**src/rtl/sram_array_ctrl_pkg.sv**
```systemverilog
// Shared definitions for the SRAM-cell array controller: FSM state encoding
// and default geometry of the array (address width, word count, word width).
// Imported by sram_array_ctrl and addr_onehot_dec.
package sram_array_ctrl_pkg;

   localparam int ADDR_W_DEF = 3;
   localparam int DEPTH_DEF  = 8;
   localparam int DATA_W_DEF = 8;

   typedef enum logic [1:0] {
      IDLE  = 2'd0,
      WRITE = 2'd1,
      READ  = 2'd2,
      RESP  = 2'd3
   } state_t;

endpackage

```
**src/rtl/addr_onehot_dec.sv**
```systemverilog
// Purpose: binary address to one-hot word select; all zeros when addr >= DEPTH.
// Latency: combinational, zero cycles.
// Backpressure: none (pure decode).
// Ports: addr (ADDR_W) in, onehot (DEPTH) out.
module addr_onehot_dec
   import sram_array_ctrl_pkg::*;
#(
   parameter int ADDR_W = ADDR_W_DEF,
   parameter int DEPTH  = DEPTH_DEF
) (
   input  logic [ADDR_W-1:0] addr,
   output logic [DEPTH-1:0]  onehot
);

   // Only indices 0..DEPTH-1 are compared, so an out-of-range address
   // matches nothing and the select stays all zeros.
   always_comb begin
      onehot = '0;
      for (int i = 0; i < DEPTH; i++) begin
         onehot[i] = (addr == ADDR_W'(i));
      end
   end

endmodule

```
**src/rtl/sram_array_ctrl.sv**
```systemverilog
// Purpose: serialising initiator for a banked SRAM-cell array (write / dual read).
// Latency: write ws in N+1, ready in N+2; read rs in N+1, rsp_valid in N+2.
// Backpressure: req_ready only in IDLE; response held in RESP until rsp_ready.
// Ports: clk, rst (async high); req_* request channel; rsp_* response channel;
//        ws/wd/rs1/rs2 drive the array, rd1/rd2 are its combinational read ports.
module sram_array_ctrl
   import sram_array_ctrl_pkg::*;
#(
   parameter int ADDR_W = ADDR_W_DEF,
   parameter int DEPTH  = DEPTH_DEF,
   parameter int DATA_W = DATA_W_DEF
) (
   input  logic              clk,
   input  logic              rst,
   input  logic              req_valid,
   output logic              req_ready,
   input  logic              req_we,
   input  logic [ADDR_W-1:0] req_waddr,
   input  logic [DATA_W-1:0] req_wdata,
   input  logic [ADDR_W-1:0] req_raddr1,
   input  logic [ADDR_W-1:0] req_raddr2,
   output logic              rsp_valid,
   input  logic              rsp_ready,
   output logic [DATA_W-1:0] rsp_rdata1,
   output logic [DATA_W-1:0] rsp_rdata2,
   output logic [DEPTH-1:0]  ws,
   output logic [DATA_W-1:0] wd,
   output logic [DEPTH-1:0]  rs1,
   output logic [DEPTH-1:0]  rs2,
   input  logic [DATA_W-1:0] rd1,
   input  logic [DATA_W-1:0] rd2
);

   state_t state, state_nxt;

   logic [DEPTH-1:0]  ws_dec, rs1_dec, rs2_dec;
   logic [DEPTH-1:0]  ws_nxt, rs1_nxt, rs2_nxt;
   logic [DATA_W-1:0] wd_nxt, rsp_rdata1_nxt, rsp_rdata2_nxt;
   logic              rsp_valid_nxt;
   logic              accept;

   addr_onehot_dec #(.ADDR_W(ADDR_W), .DEPTH(DEPTH)) u_dec_w  (.addr(req_waddr),  .onehot(ws_dec));
   addr_onehot_dec #(.ADDR_W(ADDR_W), .DEPTH(DEPTH)) u_dec_r1 (.addr(req_raddr1), .onehot(rs1_dec));
   addr_onehot_dec #(.ADDR_W(ADDR_W), .DEPTH(DEPTH)) u_dec_r2 (.addr(req_raddr2), .onehot(rs2_dec));

   assign req_ready = (state == IDLE);
   assign accept    = req_valid & req_ready;

   // State register plus the registered array-side and response outputs.
   always_ff @(posedge clk or posedge rst) begin
      if (rst) begin
         state      <= IDLE;
         ws         <= '0;
         wd         <= '0;
         rs1        <= '0;
         rs2        <= '0;
         rsp_valid  <= 1'b0;
         rsp_rdata1 <= '0;
         rsp_rdata2 <= '0;
      end else begin
         state      <= state_nxt;
         ws         <= ws_nxt;
         wd         <= wd_nxt;
         rs1        <= rs1_nxt;
         rs2        <= rs2_nxt;
         rsp_valid  <= rsp_valid_nxt;
         rsp_rdata1 <= rsp_rdata1_nxt;
         rsp_rdata2 <= rsp_rdata2_nxt;
      end
   end

   // Next-state logic.
   always_comb begin
      state_nxt = state;
      case (state)
         IDLE:    if (accept) state_nxt = req_we ? WRITE : READ;
         WRITE:   state_nxt = IDLE;
         READ:    state_nxt = RESP;
         RESP:    if (rsp_ready) state_nxt = IDLE;
         default: state_nxt = IDLE;
      endcase
   end

   // Output logic: D-inputs of the output flops. Everything holds unless
   // the current state says otherwise; wd and the response data are left
   // holding after use so they never glitch on the array/consumer side.
   always_comb begin
      ws_nxt         = ws;
      wd_nxt         = wd;
      rs1_nxt        = rs1;
      rs2_nxt        = rs2;
      rsp_valid_nxt  = rsp_valid;
      rsp_rdata1_nxt = rsp_rdata1;
      rsp_rdata2_nxt = rsp_rdata2;
      case (state)
         IDLE: begin
            if (accept) begin
               if (req_we) begin
                  ws_nxt = ws_dec;
                  wd_nxt = req_wdata;
               end else begin
                  rs1_nxt = rs1_dec;
                  rs2_nxt = rs2_dec;
               end
            end
         end
         WRITE: begin
            // The cell latches at the end of this cycle; drop the select.
            ws_nxt = '0;
         end
         READ: begin
            // rd1/rd2 settle within this cycle from the registered selects.
            rsp_rdata1_nxt = rd1;
            rsp_rdata2_nxt = rd2;
            rs1_nxt        = '0;
            rs2_nxt        = '0;
            rsp_valid_nxt  = 1'b1;
         end
         RESP: begin
            if (rsp_ready) rsp_valid_nxt = 1'b0;
         end
         default: begin
            ws_nxt        = '0;
            rs1_nxt       = '0;
            rs2_nxt       = '0;
            rsp_valid_nxt = 1'b0;
         end
      endcase
   end

endmodule

```
**config.mk**
```make
export PLATFORM = sky130hd
export DESIGN_NAME = sram_array_ctrl
export DESIGN_NICKNAME = d
export VERILOG_FILES = /design/src/rtl/sram_array_ctrl_pkg.sv /design/src/rtl/addr_onehot_dec.sv /design/src/rtl/sram_array_ctrl.sv
export SDC_FILE = /design/constraint.sdc
export NUM_CORES = 1
export LEC_CHECK = 0
export BUFFER_PORTS_ARGS = -buffer_cell sky130_fd_sc_hd__buf_2
export CELL_PAD_IN_SITES_DETAIL_PLACEMENT = 0
export CELL_PAD_IN_SITES_GLOBAL_PLACEMENT = 1
export CORE_MARGIN = 2
export CORE_UTILIZATION = 33
export DETAILED_ROUTE_END_ITERATION = 10
export PLACE_DENSITY_LB_ADDON = 0.1
export SYNTH_ARGS = -nofsm -noshare
export SYNTH_HDL_FRONTEND = slang
export SYNTH_SLANG_ARGS = --single-unit
```
**constraint.sdc**
```tcl
create_clock -name clk -period 1.5 [get_ports clk]
set_clock_uncertainty 0.1 [all_clocks]
set_input_delay 0.3 -clock clk [delete_from_list [all_inputs] [get_ports clk]]
set_output_delay 0.3 -clock clk [all_outputs]
set_load 0.02 [all_outputs]
```
---- Word-level counts from Yosys, hierarchy flattened ----
Index checks and enable logic that the tools add are counted.
operators by class
  bitwise logic cells ..................... 1
  reduce and logical (&&, ||, !) cells .... 12
  muxes and demuxes ....................... 15
  eq/ne operators ......................... 28
operator list
  kind                                                                      count
  8-bit 2-to-1 mux                                                          6
  8-bit case mux with 2 select lines                                        3
  3-bit equality test (second input constant)                               12
  3-bit by 2-bit equality test with 1-bit output (second input constant)    6
  3-bit by 1-bit equality test with 1-bit output (second input constant)    3
  3-bit zero test                                                           3
  3-bit AND reduction                                                       3
  2-bit case mux with 4 select lines                                        1
  2-bit 2-to-1 mux                                                          3
  2-bit nonzero test                                                        3
  2-bit equality test (second input constant)                               2
  2-bit by 1-bit inequality test with 1-bit output (second input constant)  2
  2-bit inequality test (second input constant)                             2
  2-bit AND reduction                                                       2
  2-bit by 1-bit equality test with 1-bit output (second input constant)    1
  2-bit zero test                                                           1
  1-bit case mux with 2 select lines                                        1
  1-bit AND                                                                 1
  1-bit 2-to-1 mux                                                          1
storage, ports and cells
  bits in registers ....................... 51
  input bits .............................. 38

---- Depth between registers and ports, before layout ----
Gate-level depths: netlist of run 1.
  word-level depth ........................ 4
  gate-level depth with buffers ........... 5

---- Modules after synthesis ----
From an unflattened synthesis of run 1, not the netlist that was laid out.
second synthesis, totals
  cell total of the unflattened synthesis .. 197
  area, all modules ....................... 2316.0 um^2
by module, submodules not included
  module           area an instance (um^2)  times used  cells each
  sram_array_ctrl  2120.8                   1           173
  addr_onehot_dec  65.1                     3           8

---- Least setup slack after synthesis of run 1 ----
No wires, ideal clock.
  path type ............................... reg-to-reg
  from .................................... register state[1]
  to ...................................... register wd[0]
  stages on the path, launching flop included .. 4
  data arrival time ....................... 1223 ps
  setup slack ............................. 52 ps
  library setup time ...................... 125 ps
  path buffers ............................ 1
  clock period less this slack ............ 1448 ps
  cell sequence ........................... dfrtp_1 buf_2 nor3_4 mux2_2
between the ends
  word-level cells in the longest chain between the ends .. 3
ends and longest elaborated chain
  element                                 line                                          RTL
  start: declaration                      sram_array_ctrl.sv:34                         state_t state, state_nxt;
  start signal: assignment                sram_array_ctrl.sv:61                         state <= state_nxt;
  2-bit zero test *                       sram_array_ctrl.sv:46, sram_array_ctrl.sv:95
  1-bit AND                               sram_array_ctrl.sv:47                         assign accept = req_valid & req_ready;
  3-bit AND reduction (no source line) *  n/a
  end signal: assignment                  sram_array_ctrl.sv:63                         wd <= wd_nxt;
  end: declaration                        sram_array_ctrl.sv:27                         output logic [DATA_W-1:0] wd,
Mark *: on every way between the ends. The rest lies on a longest branch, timed or not.
A chain may end at the register's enable or synchronous reset.

---- Worst setup path in the final report of run 1 ----
  from .................................... register state[0]
  to ...................................... register wd[0]
Same word-level chain as after synthesis.

==> impl_summary.txt, run 1 <==
----------------------------------------------------
[Detailed routing]
  Router iterations before antenna repair ... 4
  Post-Route WL ... about 4.9 mm
  Number of remaining DRC errors ... 0
  Average wire length per cell after detail routing ... 15.1 um
  Starting DRC count in detailed routing ... 58
  DRT antenna net count ... 0
  DR vias/cell ... 4.95
  Vias after detailed routing ... between 1500 and 2000

[Clocking]
  TritonCTS clock tree ... done
  Clock Pin Slew Worst Setup and Hold Paths ... approximately 80 ps
  Worst skew pair latency ... roughly 290 ps
  Total CTS buffers ... 5
  CTS Root Cell ... sky130_fd_sc_hd__clkbuf_8
  Clock tree sinks ... about 50
  Number of H-tree levels ... 2
  Longest Clk Path Bufs ... 2

[Power and ir drop]
  Maximum ir drop on the vdd rail ... 763 uV
  Power Dens Cells ... ~1900 nW/um^2
  Total chip power ... 5670 uW
  Standby leakage power ... 0.00152 uW

[Finish]
  Post-route design area ... 3020 um^2
  Post-route non-filler standard cell count ... about 320
  Share of layout cells above drive strength 1 ... 0.613
  Combined flip-flop and latch cell area ... 1280 um^2
  Area taken by multi-input logic gates ... 862 um^2
  Post-layout net count ... 285
  Filler Cell Count ... 562
  Area grow syn2layout ... 47.3%
  Diode insertion count for antenna repair ... 0

[Global routing]
  Via count of the first global-routing pass ... 1574
  Wire length of the first global-routing pass ... ~7.3 mm
  Antenna violations before repair ... 0
  Overflow left after global routing ... 0
  Tot GR Track Use ... 0.143
  Maximum number of pins on one net before global-route repair ... 52

[Placement]
  Port buffer count ... 87
  Final weighted congestion of routability-driven global placement ... 0.753
  Half-perimeter wire length of the detailed placement result ... 3.41 mm
  Placed Cells incl. Taps ... between 300 and 400
  Post-place instance area ... 2670 um^2

[Setup path]
  Worst setup slack for register-to-register paths ... -40 ps
  Kind of critical path ... reg -> reg
  Kind of launch point of the worst setup path ... register
  Cell-by-cell listing of the critical path ... buf_6 > buf_8 > nor3_4 > buf_12 > mux2_4
  Critical-path maximum fanout ... 8
  Cell class contributing the biggest share of worst-path delay ... buffers and inverters
  Buffers plus inverters on the worst setup path ... 3
  Required @ worst endpoint ... ~1600 ps
  Setup crit end kind ... register
  CP max stage delay ... 400 ps
  Arrival time of data at the critical path endpoint ... 1620 ps
  CP max stage cell ... sky130_fd_sc_hd__dfrtp_1

[Synth]
  Top FF cell, synth ... sky130_fd_sc_hd__dfrtp_1
  Netlist Area Pre-Place ... 2050 um^2
  Commonest cells in the synthesized netlist ... sky130_fd_sc_hd__dfrtp_1 (51), sky130_fd_sc_hd__mux2_2 (24), sky130_fd_sc_hd__nand2_1 (12)
  Synthesized area per cell ... between 10 and 15 um^2
  Combinational family with the most area after synthesis ... multiplexers
  Number of enable flip-flop cells after synthesis ... 0
  Net count after synthesis ... 183
  Most frequent cell after synthesis ... sky130_fd_sc_hd__dfrtp_1
  Top cell type's share of synthesized area ... 0.623
  Async SR Flop Fraction ... 1.00
  Share of synthesized cell area in full adder, half adder and majority cells ... 0
  Number of unique standard cell types used by synthesis ... 27
  Sequential share of the synthesized area ... 0.623
  Post-synthesis xor/xnor area fraction ... 0
  Yosys reg bits ... 51
  Synthesized-area fraction occupied by and/or/nand/nor cells ... 0.0971
  Most area-hungry cell type in the Yosys netlist ... sky130_fd_sc_hd__dfrtp_1
  Share of the synthesized area in compound gates (AO/OA/AOI/OAI) ... 0.122
  Post-Syn Instances ... around 150
  Portion of netlist area occupied by mux cells ... 0.132
  Cell types occupying the most area after synthesis ... sky130_fd_sc_hd__dfrtp_1 (62%), sky130_fd_sc_hd__mux2_2 (13%), sky130_fd_sc_hd__a32o_1 (5.4%), sky130_fd_sc_hd__a22o_1 (2.6%), sky130_fd_sc_hd__o2bb2ai_1 (2.6%)
  Total of warnings raised by yosys ... 0

[Timing]
  Worst slew margin relative to its limit ... 0.801
  Worst hold-check slack ... 131 ps
  Final hold violation count ... 0
  Share of the clock period used by the worst path after layout ... 1.02
  Setup TNS Final ... -273 ps
  Count of final max-slew check failures ... 0
  Unrepaired setup endpoints after global routing ... true
  Maximum achievable frequency ... 651 MHz
  Fin worst setup slack ... -35.3 ps
  Time the worst path needs with I/O delays and setup ... ~1500 ps
  Worst-margin pin slew ... 299 ps
  Final setup violation count ... 10

[Die]
  Die ar. ... around 7000 um^2
  Row cnt ... 28
  Y dimension of the die ... 82.8 um
  Top Ports ... 88
  Die span in x ... 82.8 um
  Core Area ... 5960 um^2
  Starting density of the core ... 0.344

[Outcome]
  Violations in the final reports ... setup timing
  Status ... finished, violations left

[Run]
  Max-capacitance violation count ... 0

[Min path]
  HP Class ... in -> reg

----------------------------------------------------
through the flow:
| stage | setup WS (ps) | util |
|---|---|---|
| finish | -35.3 | 0.507 |
| global placement | 71.2 | 0.449 |
| detailed placement | 35.2 | 0.449 |
| floorplan | 52.4 | - |
| CTS | -35.4 | 0.480 |
| global route | -104 | 0.507 |
per-layer routing:
layer	share of wire	GRT usage
met5	0	0
met4	0.0066	0.0443
met3	0.068	0.0411
met2	0.52	0.248
met1	0.40	0.172
power by group:
group	internal [uW]	leakage [uW]	total [uW]	switching, uW
registers	1820	0.000650	2040	220
clock network	421	0.0000515	838	416
logic	1360	0.000819	2800	1440
total	3600	0.00152	5670	2070
registers in the layout, summed over array words and instances, names as in the netlist:
name / cells
rsp_rdata1: 8
rsp_valid: 1
wd: 8
rs2: 8
rsp_rdata2: 8
state: 2
ws: 8
rs1: 8
what timing repair did:
action                                  4_1_cts  5_1_grt
setup buffers                                 2        0
endpoints found under the setup margin        1       48
hold buffers                                  1        0
resized for setup                            15       21
pin swaps                                     4        8
cloned                                        0        2
hold endpoints to repair                     51        0
final timing paths:
path	depth (start not counted)	from	to
worst max-delay path	5	state[0]$_DFFE_PP0P_	wd[0]$_DFFE_PP0P_
worst min-delay path	2	req_wdata[5]	wd[5]$_DFFE_PP0P_
worst max register to register	5	state[0]$_DFFE_PP0P_	wd[0]$_DFFE_PP0P_
worst min register to register	2	rsp_valid$_DFFE_PP0P_	rsp_valid$_DFFE_PP0P_
max in group asynchronous	4	rst	state[1]$_DFFE_PP0P_
min in group asynchronous	4	rst	rsp_rdata1[3]$_DFFE_PP0N_
placed cells by master, fill, tap and decap left out, types with 2 or more instances in the layout:
cell and count:
sky130_fd_sc_hd__a32o_1 11, sky130_fd_sc_hd__nand2b_1 2, sky130_fd_sc_hd__nor2_4 3, sky130_fd_sc_hd__a21oi_1 2, sky130_fd_sc_hd__buf_12 5, sky130_fd_sc_hd__nand2_4 2
sky130_fd_sc_hd__dfrtp_1 51, sky130_fd_sc_hd__clkbuf_16 2, sky130_fd_sc_hd__mux2_2 16, sky130_fd_sc_hd__inv_1 3, sky130_fd_sc_hd__buf_2 86, sky130_fd_sc_hd__mux2_4 8
sky130_fd_sc_hd__nor2_1 3, sky130_fd_sc_hd__a22o_1 6, sky130_fd_sc_hd__o2bb2ai_2 6, sky130_fd_sc_hd__nand2_1 10, sky130_fd_sc_hd__nor4b_4 2, sky130_fd_sc_hd__buf_4 2
sky130_fd_sc_hd__clkbuf_8 7, sky130_fd_sc_hd__buf_6 4
cell families (layout without fill, tap and decap cells):
| family | Yosys count | count (layout) |
|---|---|---|
| flip-flops | 51 | 51 |
| multiplexers | 24 | 24 |
| AND/OR/NAND/NOR | 32 | 32 |
| AO/OA/AOI/OAI | 28 | 28 |
| buffers and inverters | 10 | 113 |
worst register-to-register path, delay by kind of cell, from the launching register on:
kind / cells / cell delay, ps
buf+inv: 3 / 420
flops: 1 / 400
mux: 1 / 300
simple gates: 1 / 210
layout make-up:
class,instances,share of cell area
well taps,75,0.0311
repair buffers,101,0.221
flip-flops and latches,51,0.423
clock buffers,8,0.0332
multi-input cells,84,0.286
inverters,4,0.00622
Power figures use the tool's default switching activity.
==> run 2: changes to the inputs <==
--- a/config.mk
+++ b/config.mk
@@ -14,4 +14,5 @@
 export PLACE_DENSITY_LB_ADDON = 0.1
 export SYNTH_ARGS = -nofsm -noshare
 export SYNTH_HDL_FRONTEND = slang
+export SYNTH_HIERARCHICAL = 1
 export SYNTH_SLANG_ARGS = --single-unit
==> impl_summary.txt, run 2 <==
----------------------------------------------------
[Finish]
  Diode insertion count for antenna repair ... 0 (unchanged)
  Post-route non-filler standard cell count ... 394 (+22%)
  Share of the core filled with cells in the final layout ... 0.471 (-0.0354)
  Share of layout cells above drive strength 1 ... 0.527 (-0.0861)
  Most frequent cells in the layout ... sky130_fd_sc_hd__buf_2 (86), sky130_fd_sc_hd__dfrtp_1 (49), sky130_fd_sc_hd__nand2_1 (28), sky130_fd_sc_hd__a22oi_1 (23), sky130_fd_sc_hd__mux2_2 (16)
  Most common cell after layout, fill and taps aside ... sky130_fd_sc_hd__buf_2
  Post-layout net count ... 335 (+18%)
  Area grow syn2layout ... 38.2%

[Placement]
  Port buffer count ... 87 (unchanged)
  Placed Cells incl. Taps ... 379 (+22%)
  Half-perimeter wire length of the detailed placement result ... 3.68 mm (+7.8%)
  Final weighted congestion of routability-driven global placement ... 0.708 (-6.0%)

[Detailed routing]
  Post-Route WL ... 5.56 mm (+14%)
  Number of remaining DRC errors ... 0 (unchanged)
  Vias after detailed routing ... 1859 (+16%)
  Average wire length per cell after detail routing ... 14.1 um (-6.5%)
  DR vias/cell ... 4.72 (-4.7%)
  Starting DRC count in detailed routing ... 75 (+29%)
  DRT antenna net count ... 0 (unchanged)
  Router iterations before antenna repair ... 4 (unchanged)

[Timing]
  Worst slew margin relative to its limit ... 0.815 (+0.0149)
  Count of final max-slew check failures ... 0 (unchanged)
  Final setup violation count ... 0 (-10)
  Share of the clock period used by the worst path after layout ... 0.982 (-0.0414)
  Unrepaired setup endpoints after global routing ... true
  Time the worst path needs with I/O delays and setup ... 1470 ps (-62.1 ps)
  Final hold violation count ... 0 (unchanged)
  Worst-margin pin slew ... 276 ps (-22.3 ps)
  Worst hold-check slack ... 118 ps (-12.9 ps)
  Maximum achievable frequency ... 679 MHz (+4.2%)

[Synth]
  Cell types occupying the most area after synthesis ... sky130_fd_sc_hd__dfrtp_1 (55%), sky130_fd_sc_hd__mux2_2 (12%), sky130_fd_sc_hd__a22oi_1 (7.5%), sky130_fd_sc_hd__o21ai_0 (5.0%), sky130_fd_sc_hd__and3b_2 (4.8%)
  Most area-hungry cell type in the Yosys netlist ... sky130_fd_sc_hd__dfrtp_1
  Commonest cells in the synthesized netlist ... sky130_fd_sc_hd__dfrtp_1 (51), sky130_fd_sc_hd__nand2_1 (28), sky130_fd_sc_hd__mux2_2 (24)
  Netlist Area Pre-Place ... 2320 um^2 (+13%)
  Total of warnings raised by yosys ... 6 (+6)
  Yosys reg bits ... 51 (unchanged)
  Most frequent cell after synthesis ... sky130_fd_sc_hd__dfrtp_1
  Async SR Flop Fraction ... 1.00 (unchanged)
  Number of unique standard cell types used by synthesis ... 21 (-22%)
  Top FF cell, synth ... sky130_fd_sc_hd__dfrtp_1
  Post-Syn Instances ... 197 (+36%)
  Number of enable flip-flop cells after synthesis ... 0 (unchanged)
  Top cell type's share of synthesized area ... 0.551 (-0.0720)
  Sequential share of the synthesized area ... 0.551 (-0.0720)
  Synthesized area per cell ... 11.8 um^2 (-17%)
  Net count after synthesis ... 235 (+28%)

[Setup path]
  Kind of critical path ... reg -> out
  Crit Reg-Reg Startpoint ... state[0]$_DFFE_PP0P_
  Kind of launch point of the worst setup path ... register
  End of the worst register-to-register path ... wd[5]$_DFFE_PP0P_
  Setup crit end kind ... output port
  Critical-path maximum fanout ... 3 (-5)
  Worst setup slack for register-to-register paths ... 40 ps (+80 ps)
  Critical path startpoint ... state[1]$_DFFE_PP0P_
  Required @ worst endpoint ... 1100 ps (-480 ps)
  Worst setup endpoint ... req_ready
  Worst Reg2Reg Path Length in Cells ... 4 (-1)
  Arrival time of data at the critical path endpoint ... 1070 ps (-550 ps)

[Die]
  Starting density of the core ... 0.341 (-0.00302)
  Die span in x ... 87.8 um (+6.0%)
  Top Ports ... 88 (unchanged)
  Y dimension of the die ... 87.8 um (+6.0%)
  Row cnt ... 30 (+7.1%)
  Die ar. ... 7700 um^2 (+12%)
  Core Area ... 6790 um^2 (+14%)

[Global routing]
  Wire length of the first global-routing pass ... 8.60 mm (+17%)
  Tot GR Track Use ... 0.143 (about the same)
  Via count of the first global-routing pass ... 1740 (+11%)
  Maximum number of pins on one net before global-route repair ... 42 (-19%)
  Overflow left after global routing ... 0 (unchanged)
  Antenna violations before repair ... 0 (unchanged)

[Clocking]
  Longest Clk Path Bufs ... 2 (unchanged)
  Clock tree sinks ... 51 (unchanged)
  Total CTS buffers ... 5 (unchanged)
  CTS Root Cell ... sky130_fd_sc_hd__clkbuf_8
  Number of H-tree levels ... 2 (unchanged)
  Worst skew pair latency ... 300 ps (about the same)
  Clock Pin Slew Worst Setup and Hold Paths ... 100 ps (+20 ps)
  TritonCTS clock tree ... done

[Run]
  Max-capacitance violation count ... 0 (unchanged)

[Power and ir drop]
  Maximum ir drop on the vdd rail ... 849 uV (+11%)
  Total chip power ... 7030 uW (+24%)
  Power Dens Cells ... 2200 nW/um^2 (+17%)
  Standby leakage power ... 0.00154 uW (+1.6%)

[Min path]
  HP Class ... in -> reg

[Outcome]
  Status ... complete, no violations

----------------------------------------------------
run 2: cell count changes after synthesis, moves of 6 or more:
cell	delta
sky130_fd_sc_hd__o2bb2ai_1	-6
sky130_fd_sc_hd__nor3b_1	+8
sky130_fd_sc_hd__o21ai_0	+22
sky130_fd_sc_hd__and3b_2	+11
sky130_fd_sc_hd__a32o_1	-11
sky130_fd_sc_hd__a22o_1	-6
sky130_fd_sc_hd__nand2_1	+16
sky130_fd_sc_hd__a22oi_1	+23
run 2: timing repair:
action                                  CTS  global route
pin swaps                                 1             1
gates cloned                              1             0
endpoints found under the hold margin    10             0
buffers inserted                          5             0
gates resized for setup                  13            16
endpoints found under the setup margin    1            17
hold buffers                              1             0
run 2: cells by family after synthesis:
group                  synth area share
AND/OR/NAND/NOR                   0.165
flip-flops                        0.551
AO/OA/AOI/OAI                     0.133
multiplexers                      0.117
buffers and inverters            0.0340
run 2: cell type report:
class | instances | area (um^2)
multi-input combinational | 133 | 998
tap | 96 | 120
clock inverter | 3 | 43.8
clock buffer | 5 | 68.8
inverter | 1 | 7.51
timing repair buffer | 105 | 683
fill | 650 | 3590
sequential | 51 | 1280
run 2: through the flow:
step / setup TNS (ps) / worst slack [ps] / area, um^2
6_report: 0 / 26.8 / 3200
5_1_grt: -68.4 / -24.3 / 3200
4_1_cts: 0 / 13.7 / 3170
3_5_place_dp: 0 / 98.4 / 2930
3_3_place_gp: 0 / 108 / 2930
2_1_floorplan: 0 / 2.27 / 2320
run 2: report_power, final:
group | internal [uW] | switching, uW | leakage (uW) | total, uW
Sequential | 2070 | 436 | 0.000643 | 2500
Clock | 497 | 457 | 0.0000581 | 954
Combinational | 1660 | 1920 | 0.000844 | 3580
Total | 4220 | 2810 | 0.00154 | 7030
run 2: critical path: stages, from the launching register on:
cell and delay (ps):
sky130_fd_sc_hd__dfrtp_2 440, sky130_fd_sc_hd__buf_12 130, sky130_fd_sc_hd__nor2_4 90, sky130_fd_sc_hd__buf_6 110
run 2: worst min path at each step:
stage | startpoint | to | cells past startpoint
finish | req_wdata[1] | wd[1]$_DFFE_PP0P_ | 2
global route | rd1[4] | rsp_rdata1[4]$_DFFE_PP0N_ | 2
CTS | rd1[6] | rsp_rdata1[6]$_DFFE_PP0N_ | 2
detailed placement | rst | wd[0]$_DFFE_PP0P_ | 2
global placement | rst | wd[6]$_DFFE_PP0P_ | 2
floorplan | rst | rs1[0]$_DFFE_PP0P_ | 1
run 2: layer usage:
| metal | global-route usage | routed length (um) | vias to the layer above | share of wire |
|---|---|---|---|---|
| li1 | - | - | 910 | - |
| met2 | 0.217 | 2590 | 46 | 0.47 |
| met4 | 0.0462 | 59 | 0 | 0.011 |
| met3 | 0.0311 | 279 | 7 | 0.050 |
| met5 | 0 | 0 | - | 0 |
| met1 | 0.205 | 2630 | 896 | 0.47 |
